===== config.mk =====
export PLATFORM = sky130hd
export DESIGN_NAME = lcd_frame_writer
export DESIGN_NICKNAME = d
export VERILOG_FILES = /design/src/rtl/lcd_frame_writer.sv
export SDC_FILE = /design/constraint.sdc
export NUM_CORES = 1
export LEC_CHECK = 0
export ABC_CLOCK_PERIOD_IN_PS = 11650
export CAP_MARGIN = 20
export CORE_MARGIN = 2
export CORE_UTILIZATION = 59
export DETAILED_ROUTE_END_ITERATION = 8
export PLACE_DENSITY = 0.87
export SETUP_SLACK_MARGIN = 0.3
export SLEW_MARGIN = 20
export SYNTH_ARGS = -nofsm -noshare
export SYNTH_HDL_FRONTEND = slang
export SYNTH_SLANG_ARGS = --single-unit

===== constraint.sdc =====
create_clock -name clk -period 11.65 [get_ports clk]
set_input_delay 2.33 -clock clk [delete_from_list [all_inputs] [get_ports clk]]
set_output_delay 2.33 -clock clk [all_outputs]
set_load 0.05 [all_outputs]

===== src/rtl/lcd_frame_writer.sv =====
// Drives a 16x2 HD44780-class LCD: power-up delay, init commands, then a full
// 34-byte screen rewrite whenever either row buffer differs from its snapshot.
module lcd_frame_writer #(
  parameter int unsigned POWERUP_CYCLES = 1_000_000,
  parameter int unsigned EN_CYCLES      = 10,
  parameter int unsigned GAP_CYCLES     = 500,
  parameter int unsigned CLEAR_CYCLES   = 20_000
) (
  input  logic         clk,
  input  logic         nRst,
  input  logic [127:0] top,
  input  logic [127:0] bottom,
  output logic         lcd_en,
  output logic         lcd_rs,
  output logic         lcd_rw,
  output logic [7:0]   lcd_data,
  output logic         busy,
  output logic         frame_done
);

  localparam int unsigned ROW_W  = 128;
  localparam int unsigned BW     = 6;
  localparam int unsigned MAX_A  = (POWERUP_CYCLES > EN_CYCLES) ? POWERUP_CYCLES : EN_CYCLES;
  localparam int unsigned MAX_B  = (GAP_CYCLES > CLEAR_CYCLES) ? GAP_CYCLES : CLEAR_CYCLES;
  localparam int unsigned MAX_P  = (MAX_A > MAX_B) ? MAX_A : MAX_B;
  localparam int unsigned CW     = $clog2(MAX_P + 1);
  localparam logic [BW-1:0] INIT_LAST  = 6'd3;
  localparam logic [BW-1:0] FRAME_LAST = 6'd33;
  localparam logic [BW-1:0] CLEAR_IDX  = 6'd2;

  typedef enum logic [1:0] {S_POWERUP, S_INIT, S_IDLE, S_FRAME} state_t;
  typedef enum logic [1:0] {PH_SETUP, PH_EN, PH_GAP} phase_t;

  state_t            state, state_d;
  phase_t            phase, phase_d;
  logic [CW-1:0]     dly, dly_d, gap_len;
  logic [BW-1:0]     byte_idx, byte_d;
  logic [ROW_W-1:0]  snap_top, snap_top_d, snap_bottom, snap_bottom_d;
  logic              last_byte;
  logic              lcd_en_d, lcd_rs_d, busy_d, frame_done_d;
  logic [7:0]        lcd_data_d;

  // Column 0 lives in the top byte; NUL is shown as a space.
  function automatic logic [7:0] char_at(input logic [ROW_W-1:0] row, input logic [3:0] col);
    logic [3:0] rc;
    logic [7:0] ch;
    rc = 4'd15 - col;
    ch = row[{rc, 3'b000} +: 8];
    return (ch == 8'h00) ? 8'h20 : ch;
  endfunction

  function automatic logic [7:0] init_byte(input logic [1:0] idx);
    case (idx)
      2'd0:    return 8'h38;
      2'd1:    return 8'h0C;
      2'd2:    return 8'h01;
      default: return 8'h06;
    endcase
  endfunction

  assign lcd_rw = 1'b0;

  always_ff @(posedge clk or negedge nRst) begin
    if (!nRst) begin
      state       <= S_POWERUP;
      phase       <= PH_SETUP;
      dly         <= '0;
      byte_idx    <= '0;
      snap_top    <= '0;
      snap_bottom <= '0;
      lcd_en      <= 1'b0;
      lcd_rs      <= 1'b0;
      lcd_data    <= 8'h00;
      busy        <= 1'b1;
      frame_done  <= 1'b0;
    end else begin
      state       <= state_d;
      phase       <= phase_d;
      dly         <= dly_d;
      byte_idx    <= byte_d;
      snap_top    <= snap_top_d;
      snap_bottom <= snap_bottom_d;
      lcd_en      <= lcd_en_d;
      lcd_rs      <= lcd_rs_d;
      lcd_data    <= lcd_data_d;
      busy        <= busy_d;
      frame_done  <= frame_done_d;
    end
  end

  // Next-state sequencing: POWERUP delay, then setup/enable/gap phases per byte.
  always_comb begin
    state_d       = state;
    phase_d       = phase;
    dly_d         = dly;
    byte_d        = byte_idx;
    snap_top_d    = snap_top;
    snap_bottom_d = snap_bottom;
    gap_len       = (state == S_INIT && byte_idx == CLEAR_IDX) ? CW'(CLEAR_CYCLES) : CW'(GAP_CYCLES);
    last_byte     = (state == S_INIT) ? (byte_idx == INIT_LAST) : (byte_idx == FRAME_LAST);
    case (state)
      S_POWERUP: begin
        if (dly == CW'(POWERUP_CYCLES - 1)) begin
          state_d = S_INIT;
          phase_d = PH_SETUP;
          dly_d   = '0;
          byte_d  = '0;
        end else begin
          dly_d = dly + CW'(1);
        end
      end
      S_IDLE: begin
        if ({top, bottom} != {snap_top, snap_bottom}) begin
          state_d       = S_FRAME;
          phase_d       = PH_SETUP;
          dly_d         = '0;
          byte_d        = '0;
          snap_top_d    = top;
          snap_bottom_d = bottom;
        end
      end
      default: begin
        case (phase)
          PH_SETUP: begin
            phase_d = PH_EN;
            dly_d   = '0;
          end
          PH_EN: begin
            if (dly == CW'(EN_CYCLES - 1)) begin
              phase_d = PH_GAP;
              dly_d   = '0;
            end else begin
              dly_d = dly + CW'(1);
            end
          end
          default: begin
            if (dly == gap_len - CW'(1)) begin
              phase_d = PH_SETUP;
              dly_d   = '0;
              if (!last_byte) begin
                byte_d = byte_idx + 6'd1;
              end else if (state == S_INIT) begin
                state_d       = S_FRAME;
                byte_d        = '0;
                snap_top_d    = top;
                snap_bottom_d = bottom;
              end else begin
                state_d = S_IDLE;
                byte_d  = '0;
              end
            end else begin
              dly_d = dly + CW'(1);
            end
          end
        endcase
      end
    endcase
  end

  // Pin values for the coming cycle, decoded from the next state.
  always_comb begin
    lcd_en_d     = 1'b0;
    lcd_rs_d     = 1'b0;
    lcd_data_d   = 8'h00;
    busy_d       = (state_d != S_IDLE);
    frame_done_d = (state_d == S_FRAME) && (byte_d == FRAME_LAST) &&
                   (phase_d == PH_GAP) && (dly_d == CW'(GAP_CYCLES - 1));
    if (state_d == S_INIT) begin
      lcd_en_d   = (phase_d == PH_EN);
      lcd_data_d = init_byte(byte_d[1:0]);
    end else if (state_d == S_FRAME) begin
      lcd_en_d = (phase_d == PH_EN);
      if (byte_d == 6'd0) begin
        lcd_data_d = 8'h80;
      end else if (byte_d <= 6'd16) begin
        lcd_rs_d   = 1'b1;
        lcd_data_d = char_at(snap_top_d, 4'(byte_d - 6'd1));
      end else if (byte_d == 6'd17) begin
        lcd_data_d = 8'hC0;
      end else begin
        lcd_rs_d   = 1'b1;
        lcd_data_d = char_at(snap_bottom_d, 4'(byte_d - 6'd18));
      end
    end
  end

endmodule


; ---- Word level (Yosys, flattened, before mapping)
; Cells that the tools add are included.
[totals]
input_bits = 258
word_cells = 106
out_inout_bits = 13
register_bits = 298
[classes]
n_reduce_logical = 11
mux = 54
n_addsub = 7
n_shift = 2
eq_ne = 20
n_lt_le_gt_ge = 1
[ops]
columns = cell, count
row1 = 128-bit 2-to-1 mux, 10
row2 = 128-bit case mux with 2 select lines, 2
row3 = 256-bit inequality test, 1
row4 = 128-bit by 8-bit variable part select with 8-bit output, 2
row5 = 20-bit 2-to-1 mux, 4
row6 = 20-bit case mux with 2 select lines, 2
row7 = 8-bit 2-to-1 mux, 7
row8 = 6-bit 2-to-1 mux, 5
row9 = 20-bit by 1-bit adder with 20-bit output (second input constant), 1
row10 = 20-bit == test, 1
row11 = 20-bit == test (second input constant), 1
row12 = 20-bit by 4-bit == test with 1-bit output (second input constant), 1
row13 = 20-bit by 9-bit == test with 1-bit output (second input constant), 1
row14 = 2-bit 2-to-1 mux, 9
row15 = 6-bit case mux with 3 select lines, 1
row16 = 8-bit zero test, 2
row17 = 15-bit by 1-bit subtractor with 16-bit output (second input constant), 1
row18 = 15-bit 2-to-1 mux, 1
row19 = 6-bit by 2-bit == test with 1-bit output (second input constant), 2
row20 = 6-bit == test (second input constant), 2
row21 = 2-bit case mux with 2 select lines, 3
row22 = 6-bit case mux with 2 select lines, 1
row23 = 2-bit by 1-bit == test with 1-bit output (second input constant), 5
row24 = 1-bit 2-to-1 mux, 9
row25 = 12 further kinds, 21

; ---- Logic depth before layout (Yosys ltp)
[logic_depth]
depth_word = 18
depth_mapped = 23
mapped_depth_nobuf = 21

; ---- Worst setup path after synthesis
; Ideal clock, no wire load.
[synth_timing]
kind = input to register
start = input port bottom[91]
end = register lcd_data[5]
arrival_time_ps = 6504
t_required_ps = 11558
cell_stages = 20
setup_ps = 92
n_path_buf = 1
setup_slack_ps = 5054
cell_sequence = xor2_1 nor4_1 nand4_1 nor4_1 and4_1 nand3_1 nand2_2 inv_2 clkbuf_1 ha_1 inv_1 or3b_1 o211ai_1 a211oi_2 nand2_1 o22ai_1 a221oi_1 mux4_2 o41a_1 o31ai_2
[synth_via]
elab_chain_cells = 13
word_cells_on_any_way = 37
cone_classes = add/sub (4) / order compare (1) / eq/ne (6) / shift (2) / mux (20) / reduce/logical (4)
[synth_lines]
columns = item, line_no
row1 = "start, declared", 12  ; input logic [127:0] bottom,
row2 = 256-bit inequality test (*), 113  ; if ({top, bottom} != {snap_top, snap_bottom}) begin
row3 = 6-bit 2-to-1 mux (*), 113
row4 = 6-bit case mux with 2 select lines (*), 101  ; case (state)
row5 = net byte_d[1], 37  ; logic [BW-1:0] byte_idx, byte_d;
row6 = 4-bit by 2-bit subtractor with 4-bit output, 182  ; lcd_data_d = char_at(snap_bottom_d, 4'(byte_d - 6'd18));
row7 = 4-bit subtractor, 47  ; rc = 4'd15 - col;
row8 = 128-bit by 8-bit variable part select with 8-bit output, 48  ; ch = row[{rc, 3'b000} +: 8];
row9 = 8-bit zero test, 49  ; return (ch == 8'h00) ? 8'h20 : ch;
row10 = 8-bit 2-to-1 mux, 49
row11 = 8-bit 2-to-1 mux, 178  ; end else if (byte_d == 6'd17) begin
row12 = 8-bit 2-to-1 mux, 175  ; end else if (byte_d <= 6'd16) begin
row13 = 8-bit 2-to-1 mux, 173  ; if (byte_d == 6'd0) begin
row14 = 8-bit 2-to-1 mux, 171  ; end else if (state_d == S_FRAME) begin
row15 = 8-bit 2-to-1 mux (*), 168  ; if (state_d == S_INIT) begin
row16 = net lcd_data_d[5], 41  ; logic [7:0] lcd_data_d;
row17 = "end signal, assigned", 85  ; lcd_data <= lcd_data_d;
row18 = "end, declared", 16  ; output logic [7:0] lcd_data,
; Mark *: on every way through the listed nets, which the timed path passes. The rest lies on a longest branch.

; ---- Worst setup path after layout
[layout_timing]
start = input port top[101]
end = register lcd_data[5]
[layout_via]
elab_chain_cells = 13
word_cells_on_any_way = 37
cone_classes = add/sub (4) / order compare (1) / eq/ne (6) / shift (2) / mux (20) / reduce/logical (4)
[layout_lines]
columns = item, line_no
row1 = "start, declared", 11  ; input logic [127:0] top,
row2 = 256-bit inequality test (*), 113
row3 = 6-bit 2-to-1 mux (*), 113
row4 = 6-bit case mux with 2 select lines (*), 101
row5 = net byte_d[1], 37
row6 = 4-bit by 2-bit subtractor with 4-bit output, 182
row7 = 4-bit subtractor, 47
row8 = 128-bit by 8-bit variable part select with 8-bit output, 48
row9 = 8-bit zero test, 49
row10 = 8-bit 2-to-1 mux, 49
row11 = 8-bit 2-to-1 mux, 178
row12 = 8-bit 2-to-1 mux, 175
row13 = 8-bit 2-to-1 mux, 173
row14 = 8-bit 2-to-1 mux, 171
row15 = 8-bit 2-to-1 mux (*), 168
row16 = net lcd_data_d[5], 41
; Marked as above.

==> flow_metrics.tcl <==
set metrics [dict create \
    grt.total_usage 0.397 \
    cts_setup_buffers 0 \
    dr.pass1.iters 5 \
    fp.dieH_um 176 \
    yosysSeqAreaShare 0.427 \
    ys_ff_latch 298 \
    final_cell_mix "dfrtp_1 (297), clkdlybuf4s50_1 (268), xor2_1 (263)" \
    holdPathEnd "snap_top[97]$_DFF_PN0_" \
    ctsHoldBuffers 0 \
    drtIter0Drc 1681 \
    period_share 0.754 \
    hold_depth 2 \
    ys_types 77 \
    antenna_left 0 \
    clkTransAtPathRegs_ps 60 \
    syn_inst 1584 \
    grt_util_met1 0.522 \
    grt_max_degree 172 \
    cp_top_family "simple AND/OR/NAND/NOR gates" \
    hold_violations 0 \
    worstSkewPairLatency_ps 520 \
    rr_worst_depth 19 \
    cp_common_cell "nor4_1" \
    ys_warn_count 0 \
    cp_cell_sequence "clkdlybuf4s50_1 -> xor2_1 -> nor4_1 -> nand4_1 -> nor4_1 -> and4_1 -> nand3_1 -> nand2_2 -> inv_2 -> ha_1 -> inv_1 -> or3b_1 -> o211ai_1 -> a211oi_2 -> nand2_1 -> o22ai_1 -> a221oi_1 -> mux4_2 -> o41a_1 -> o31ai_2" \
    hold_class "reg -> reg" \
    initial_core_util 0.595 \
    die_w_um 176 \
    r2r-start "snap_top[101]$_DFF_PN0_" \
    hp-start "snap_top[97]$_DFF_PN0_" \
    clock_path_buffers 3 \
    nNetsFinal 2106 \
    die_area_um2 31000 \
    critPathKind "in -> reg" \
    async_reset_ff_frac 1.00 \
    post_cts_resized 0 \
    grt_pass1_wl_um 90200 \
    synth_area_um2 17500 \
    path_max_fanout 33 \
    dpl_cell_area_um2 20500 \
    syn_area_per_cell_um2 11.0 \
    globalplace.congestion 1.03 \
    synthFlopType "dfrtp_1" \
    avgViaCountPerCell 6.32 \
    cp.arrival_ps 9190 \
    cts.htree.levels 2 \
    seq_area_um2 7460 \
    root_buffer "clkbuf_16" \
    status "complete, no violations" \
    grt_pass1_vias 14500 \
    max_slew_margin 0.181 \
    clock-sinks 298 \
    worst-endpoint-required_ps 12060 \
    wl_per_cell_um 27.2 \
    r2r_slack_ps 4800 \
    use_met3 0.0861 \
    drcViolationCount 0 \
    peakVddDrop_uv 123 \
    drive_gt1_frac 0.136 \
    multiInputGateArea_um2 9160 \
    use_met2 0.636 \
    numCtsBuffers 35 \
    max_stage_delay_ps 980 \
    max_freq_mhz 114 \
    n_fill_cell 1992 \
    vias 14200 \
    worstMarginPinSlew_ps 1230 \
    fp.coreArea_um2 29400 \
    fin_worst_skew_ps 23.0 \
    cap_violations 0 \
    drt_wl_total_um 61300 \
    start_kind "input port" \
    fin_area_um2 21700 \
    rsz0062_at_grt "no" \
    synth-edff-count 0 \
    power_leakage_nw 9.98 \
    drv_slew 0 \
    hpwlAfterDp_um 47200 \
    io_pins 271 \
    power_density_nw_per_um2 121 \
    row_count 63 \
    cp_slowest_cell "nor4_1" \
    final.setup.tns_ps 0 \
    period_minus_slack_ps 8780 \
    tritoncts "done" \
    finalSetupViolCount 0 \
    portBuffers 269 \
    busiest_layer "met2" \
    antenna_found_initial 5 \
    end_kind "flop" \
    overflow 0 \
    syn_nets 1851 \
    syn_to_final_growth_pct 24.1 \
    final_common_cell "dfrtp_1" \
    r2r_end "lcd_data[5]$_DFF_PN0_" \
    critPathBufInv 3 \
]
==> per-stage QoR <==
step	power, mW	setup WS (ps)	utilization	hold slack, ps	std cells
2_1_floorplan	1.25	5050	-	487	1584
3_3_place_gp	1.46	2740	0.696	505	2191
3_5_place_dp	1.47	2590	0.696	515	2191
4_1_cts	2.63	3110	0.737	528	2253
5_1_grt	2.70	2850	0.738	553	2254
6_report	2.63	2870	0.738	529	2255
==> cells in the mapped netlist (20+ instances only) <==
| master | instances | share of area |
|---|---|---|
| nand3_1 | 32 | 0.0092 |
| buf_2 | 22 | 0.0063 |
| clkbuf_1 | 20 | 0.0043 |
| nor2_1 | 32 | 0.0069 |
| mux2_2 | 133 | 0.086 |
| mux2i_1 | 127 | 0.073 |
| or3_1 | 26 | 0.0093 |
| mux4_2 | 26 | 0.033 |
| xor2_1 | 263 | 0.13 |
| dfrtp_1 | 297 | 0.43 |
| a31oi_1 | 25 | 0.0089 |
| nand2b_1 | 34 | 0.012 |
| nand2_1 | 42 | 0.0090 |
| inv_1 | 139 | 0.030 |
| nand4_1 | 36 | 0.013 |
| nor4_1 | 80 | 0.029 |
| o21ai_0 | 24 | 0.0069 |
==> state kept, by name, indices dropped and copies added (netlist names) <==
register / cells
busy: 1
byte_idx: 6
dly: 20
frame_done: 1
lcd_data: 8
lcd_en: 1
lcd_rs: 1
phase: 2
snap_bottom: 128
snap_top: 128
state: 2
==> worst register-to-register path, delay by kind of cell, from the launching register on <==
family | cells | cell delay [ps]
compound gates | 6 | 1640
xor+xnor | 1 | 170
fa+ha+maj | 1 | 350
buf+inv | 2 | 360
flops | 1 | 380
mux | 1 | 530
simple gates | 8 | 3320
==> power by group <==
part | internal (mW) | switching (mW) | leakage, nW
logic | 0.162 | 0.186 | 5.93
registers | 1.08 | 0.0325 | 3.45
clock network | 0.724 | 0.449 | 0.601
==> logic make-up after synthesis <==
logic type / count (synthesis) / share of synthesized area
simple gates: 342 / 0.113
buf+inv: 206 / 0.0503
flops: 298 / 0.427
mux: 297 / 0.199
xor+xnor: 269 / 0.135
other cells: 1 / 0.000215
fa+ha+maj: 9 / 0.00644
compound gates: 162 / 0.0692
==> per-layer routing <==
metal / share of wire / vias up
met2: 0.47 / 813
met3: 0.088 / 169
met1: 0.39 / 7123
li1: - / 6134
met5: 0.00078 / -
met4: 0.050 / 8
==> area by class of cell <==
class,count,area share
timing repair buffer,282,0.131
inverter,142,0.0246
sequential,298,0.344
tap,390,0.0225
clock buffer,46,0.0450
antenna,1,0.000115
clock inverter,16,0.0109
multi-input combinational,1080,0.422
==> worst max path at each step <==
stage | depth (start not counted) | slack [ps] | from | end
2_1_floorplan | 20 | 5050 | bottom[91] | lcd_data[5]$_DFF_PN0_
3_3_place_gp | 20 | 2740 | top[101] | lcd_data[5]$_DFF_PN0_
3_5_place_dp | 20 | 2590 | top[101] | lcd_data[5]$_DFF_PN0_
4_1_cts | 20 | 3110 | top[101] | lcd_data[5]$_DFF_PN0_
5_1_grt | 20 | 2850 | top[101] | lcd_data[5]$_DFF_PN0_
6_report | 20 | 2870 | top[101] | lcd_data[5]$_DFF_PN0_
No activity file was read; power rests on OpenSTA's default activity.
